<file path="config.mk">
export PLATFORM = sky130hd
export DESIGN_NAME = led_status_sequencer
export DESIGN_NICKNAME = d
export VERILOG_FILES = /design/src/rtl/led_status_sequencer.sv
export SDC_FILE = /design/constraint.sdc
export NUM_CORES = 1
export LEC_CHECK = 0
export CAP_MARGIN = 20
export CORE_UTILIZATION = 64
export DETAILED_ROUTE_END_ITERATION = 7
export PLACE_DENSITY = 0.86
export SYNTH_ARGS = -nofsm -noshare
export SYNTH_HDL_FRONTEND = slang
export SYNTH_SLANG_ARGS = --single-unit
</file>
<file path="constraint.sdc">
create_clock -name clk -period 5.1 [get_ports clk]
set_input_delay 0.51 -clock clk [delete_from_list [all_inputs] [get_ports clk]]
set_output_delay 0.51 -clock clk [all_outputs]
set_load 0.005 [all_outputs]
</file>
<file path="src/rtl/led_status_sequencer.sv">
// Schedules the single status LED between heartbeat, activity flicker and blink-coded error sources.
// Outputs are registered from the next state (1-cycle latency in HB); err_ready deasserts whenever an error is being shown or err_clear is high.
module led_status_sequencer #(
    parameter int unsigned TICK_DIV  = 5000000,
    parameter int unsigned ON_TICKS  = 2,
    parameter int unsigned OFF_TICKS = 3,
    parameter int unsigned GAP_TICKS = 10,
    parameter int unsigned ACT_TICKS = 1
) (
    input  logic       clk,
    input  logic       rst,
    input  logic       heartbeat_in,
    input  logic       activity_pulse,
    input  logic       err_valid,
    input  logic [3:0] err_code,
    output logic       err_ready,
    input  logic       err_clear,
    output logic       led_out,
    output logic       busy,
    output logic [1:0] cur_src
);

    typedef enum logic [2:0] {
        ST_HB,
        ST_ACT,
        ST_ERR_ON,
        ST_ERR_OFF,
        ST_ERR_GAP
    } state_t;

    localparam logic [31:0] PRESC_LAST = 32'(TICK_DIV - 1);
    localparam logic [7:0]  ON_LAST    = 8'(ON_TICKS - 1);
    localparam logic [7:0]  OFF_LAST   = 8'(OFF_TICKS - 1);
    localparam logic [7:0]  GAP_LAST   = 8'(GAP_TICKS - 1);
    localparam logic [7:0]  ACT_LAST   = 8'(ACT_TICKS - 1);

    state_t      state_q, state_d;
    logic [31:0] presc_q, presc_d;
    logic [7:0]  phase_q, phase_d;
    logic [3:0]  blink_q, blink_d;
    logic [3:0]  code_q, code_d;
    logic        led_d, busy_d;
    logic [1:0]  src_d;
    logic        tick;
    logic        accept;

    assign err_ready = ((state_q == ST_HB) || (state_q == ST_ACT)) && !err_clear;
    assign accept    = err_valid && err_ready && (err_code != 4'd0);
    assign tick      = (presc_q == PRESC_LAST);

    always_comb begin
        state_d = state_q;
        presc_d = tick ? 32'd0 : presc_q + 32'd1;
        phase_d = phase_q;
        blink_d = blink_q;
        code_d  = code_q;

        case (state_q)
            ST_HB, ST_ACT: begin
                if (accept) begin
                    state_d = ST_ERR_ON;
                    code_d  = err_code;
                    blink_d = 4'd1;
                    phase_d = 8'd0;
                    presc_d = 32'd0;
                end else if (activity_pulse) begin
                    // Re-entering ACT restarts the full flicker interval.
                    state_d = ST_ACT;
                    phase_d = 8'd0;
                    presc_d = 32'd0;
                end else if (state_q == ST_ACT && tick) begin
                    if (phase_q == ACT_LAST) begin
                        state_d = ST_HB;
                        phase_d = 8'd0;
                    end else begin
                        phase_d = phase_q + 8'd1;
                    end
                end
            end
            ST_ERR_ON: begin
                if (tick) begin
                    if (phase_q == ON_LAST) begin
                        phase_d = 8'd0;
                        state_d = (blink_q == code_q) ? ST_ERR_GAP : ST_ERR_OFF;
                    end else begin
                        phase_d = phase_q + 8'd1;
                    end
                end
            end
            ST_ERR_OFF: begin
                if (tick) begin
                    if (phase_q == OFF_LAST) begin
                        phase_d = 8'd0;
                        blink_d = blink_q + 4'd1;
                        state_d = ST_ERR_ON;
                    end else begin
                        phase_d = phase_q + 8'd1;
                    end
                end
            end
            ST_ERR_GAP: begin
                if (tick) begin
                    if (phase_q == GAP_LAST) begin
                        phase_d = 8'd0;
                        blink_d = 4'd1;
                        state_d = ST_ERR_ON;
                    end else begin
                        phase_d = phase_q + 8'd1;
                    end
                end
            end
            default: begin
                state_d = ST_HB;
                phase_d = 8'd0;
            end
        endcase

        if (err_clear) begin
            state_d = ST_HB;
            phase_d = 8'd0;
            blink_d = 4'd0;
        end
    end

    always_comb begin
        led_d  = 1'b0;
        busy_d = 1'b1;
        src_d  = 2'd2;
        case (state_d)
            ST_HB: begin
                led_d  = heartbeat_in;
                busy_d = 1'b0;
                src_d  = 2'd0;
            end
            ST_ACT:    src_d = 2'd1;
            ST_ERR_ON: led_d = 1'b1;
            default:   led_d = 1'b0;
        endcase
    end

    always_ff @(posedge clk or posedge rst) begin
        if (rst) begin
            state_q <= ST_HB;
            presc_q <= 32'd0;
            phase_q <= 8'd0;
            blink_q <= 4'd0;
            code_q  <= 4'd0;
            led_out <= 1'b0;
            busy    <= 1'b0;
            cur_src <= 2'd0;
        end else begin
            state_q <= state_d;
            presc_q <= presc_d;
            phase_q <= phase_d;
            blink_q <= blink_d;
            code_q  <= code_d;
            led_out <= led_d;
            busy    <= busy_d;
            cur_src <= src_d;
        end
    end

endmodule

</file>
==> results.sh <==
export IMPL_status="finished, final reports clean"
export IMPL_drv_slew=0
export IMPL_max_stage_delay_ns=0.83
export IMPL_cap_viol_max_count=0
export IMPL_drt_iter0_markers=215
export IMPL_switching_share_pct=27.5
export IMPL_rsz0062_at_grt="false"
export IMPL_worstMarginPinSlew_ns=0.997
export IMPL_pwr_share_comb_pct=12.7
export IMPL_crit_slowest_cell="a211o_1"
export IMPL_p_seq_share_pct=57.2
export IMPL_cts_root_buf="clkbuf_8"
export IMPL_relSlewSlack_pct=33.5
export IMPL_synth_area_per_cell_um2=9.79
export IMPL_setup_viol=0
export IMPL_clockBufferDepth=2
export IMPL_grt_pass1_wl_um=10900
export IMPL_first_pass_iters=5
export IMPL_power_leakage_nw=1.47
export IMPL_holdCritPathClass="reg -> reg"
export IMPL_clock_sinks=55
export IMPL_synth_top_area_share_pct=44.5
export IMPL_ant_nets=0
export IMPL_grt_pass1_vias=2403
export IMPL_synth_main_ff_cell="dfrtp_1"
export IMPL_worstPathArrival_ns=2.96
export IMPL_intPower_w=0.000600
export IMPL_n_antenna_cell=0
export IMPL_ys_async_sr_fraction_pct=100
export IMPL_cp_num_buf_inv=1
export IMPL_skew_ns=0.00757
export IMPL_port_buffers=14
export IMPL_insertion_delay_ns=0.32
export IMPL_fin_nets=346
export IMPL_layout_min_cycle_time_ns=2.80
export IMPL_cts_repair_resized=0
export IMPL_switchingPower_w=0.000228
export IMPL_ys_seq_elements=55
export IMPL_ys_seq_area_share_pct=44.5
export IMPL_ctsHoldBuffers=0
export IMPL_required_ns=5.26
export IMPL_power_frac_clock_pct=30.0
export IMPL_synth_edf_count=0
export IMPL_vias_per_cell=6.31
export IMPL_fmax_ghz=0.358
export IMPL_drive_above_1_share_pct=9.97
export IMPL_area_delta_synth_final_pct=8.74
export IMPL_yosysWarnings=0
export IMPL_synth_nets=332
export IMPL_cts_tree="yes"
export IMPL_synthDistinctLibCells=61
export IMPL_hpwl_um=4310
export IMPL_synth_area_top_cells="dfrtp_1 (44%), xor2_1 (5.7%), nor2_1 (5.2%)"
export IMPL_postSynthCellCount=316
export IMPL_irDropWorstVdd_mv=0.143
export IMPL_row_count=24
export IMPL_clkTransAtPathRegs_ns=0.10
export IMPL_fin_crit_sh_pct=54.8
export IMPL_path_class="in -> reg"
export IMPL_die_h_um=71.5
export IMPL_critPathCaptureType="flop"
export IMPL_start_util_pct=68.7
export IMPL_routed_wl_um=6310
export IMPL_power_per_cell_area_mw_per_mm2=246
export IMPL_overflow=0
export IMPL_wl_per_cell_um=16.5
export IMPL_mostFrequentLayoutCells="dfrtp_1 (55), nor2_1 (43), nand2_1 (24)"
export IMPL_start_kind="input pin"
export IMPL_synth_area_mm2=0.00309
export IMPL_path_delay_family="simple AND/OR/NAND/NOR gates"
export IMPL_h_tree_depth=2
export IMPL_crit_fanout=32
export IMPL_io_pins=15
export IMPL_die_w_um=71.5
export IMPL_antenna_found_initial=0
export IMPL_gp_congestion=0.913
export IMPL_drc=0
export IMPL_fp_dieArea_mm2=0.00512
export IMPL_cts_setup_buffers=0
export IMPL_yosys_area_top_type="dfrtp_1"
export IMPL_design_core_area_mm2=0.00450
export IMPL_fin_tns_setup_ns=0
export IMPL_postPlaceCellArea_mm2=0.00327
export IMPL_fin_area_mm2=0.00336
export IMPL_hold_violations=0
export IMPL_numCtsBuffers=5
export IMPL_grt_start_max_net_pins=56
export IMPL_grt_total_usage_pct=27.4
export IMPL_dr_total_vias=2417
export IMPL_layout_commonest_cell="dfrtp_1"
export IMPL_path_cells="clkdlybuf4s50_1 -> or3_4 -> nor2_1 -> a211o_1 -> nor2_1"
export IMPL_cp_common_cell="nor2_1"
[state kept, by name (all words and copies together), names as in the netlist]
name and count:
presc_q 32, state_q 3, phase_q 8, blink_q 4, code_q 4, cur_src 2
busy 1, led_out 1
[layer usage]
layer / part of all wire (%) / GRT usage, % / routed length [µm]
met5: 0 / 0 / 0
met4: 2.6 / 12.4 / 164
met3: 5.5 / 5.06 / 348
met1: 44 / 35.3 / 2790
met2: 48 / 45.3 / 3000
[layout make-up]
cell class,instances,area [µm²]
Timing Repair Buffer,15,148
Inverter,15,56.3
Fill cell,308,1140
Clock inverter,3,22.5
Multi-Input combinational cell,238,1630
Sequential cell,55,1380
Tap cell,52,65.1
Clock buffer,5,68.8
[through the flow]
stage	total power, W	setup slack (ns)	hold WS, ns	cells	utilization (%)
after floorplan	0.000550	2.95	0.469	316	-
after global placement	0.000581	2.07	0.492	375	72.6
after detailed placement	0.000586	1.95	0.523	375	72.6
after CTS	0.000834	2.30	0.545	383	74.7
after global routing	0.000864	2.13	0.553	383	74.7
final	0.000828	2.30	0.543	383	74.7
[path summary, 6_finish.rpt]
| kind | from | to | slack, ns | cells after the start |
|---|---|---|---|---|
| max | err_clear | presc_q[26] | 2.30 | 5 |
| min | code_q[1] | code_q[1] | 0.54 | 1 |
| max reg2reg | presc_q[20] | presc_q[26] | 2.54 | 5 |
| min reg2reg | code_q[1] | code_q[1] | 0.54 | 1 |
| max in group asynchronous | rst | phase_q[3] | 3.98 | 3 |
| min in group asynchronous | rst | presc_q[0] | 0.69 | 3 |
[power by group through the flow]
stage               logic (W)  clock network (W)  registers, W
finish               0.000105           0.000249      0.000474
global route         0.000117           0.000271      0.000477
CTS                  0.000105           0.000255      0.000474
detailed placement   0.000104                  0      0.000482
global placement     0.000100                  0      0.000480
floorplan           0.0000750                  0      0.000475
[kinds of logic (layout without fill, tap and decap cells)]
family                   after synthesis  after routing  synth area share (%)
AO/OA/AOI/OAI                         44             44                  11.1
XOR/XNOR                              29             29                  8.21
adder cells (fa/ha/maj)                6              6                  2.43
buffers and inverters                 23             38                  2.91
flip-flops                            55             55                  44.5
multiplexers                           4              4                  1.46
AND/OR/NAND/NOR                      155            155                  29.4
[synthesized netlist by cell type (4+ instances only)]
master / count
a21oi_1: 7
a22o_1: 4
and2_1: 4
and3_1: 11
clkbuf_1: 4
dfrtp_1: 55
ha_1: 6
inv_1: 14
mux2_2: 4
nand2_1: 24
nand2b_1: 5
nand3_1: 16
nand3b_1: 4
nand4_1: 9
nor2_1: 43
nor3_1: 5
nor4_1: 5
o21ai_0: 6
or3_1: 5
xnor2_1: 9
xor2_1: 20
[worst reg2reg max path, stage by stage (launching register included)]
cell and delay [ns]:
dfrtp_1 0.47, nor4b_1 0.35, nand4_2 0.29, nor3_2 0.33, a211o_1 0.82, nor2_1 0.14
(Power assumes the default switching activity.)
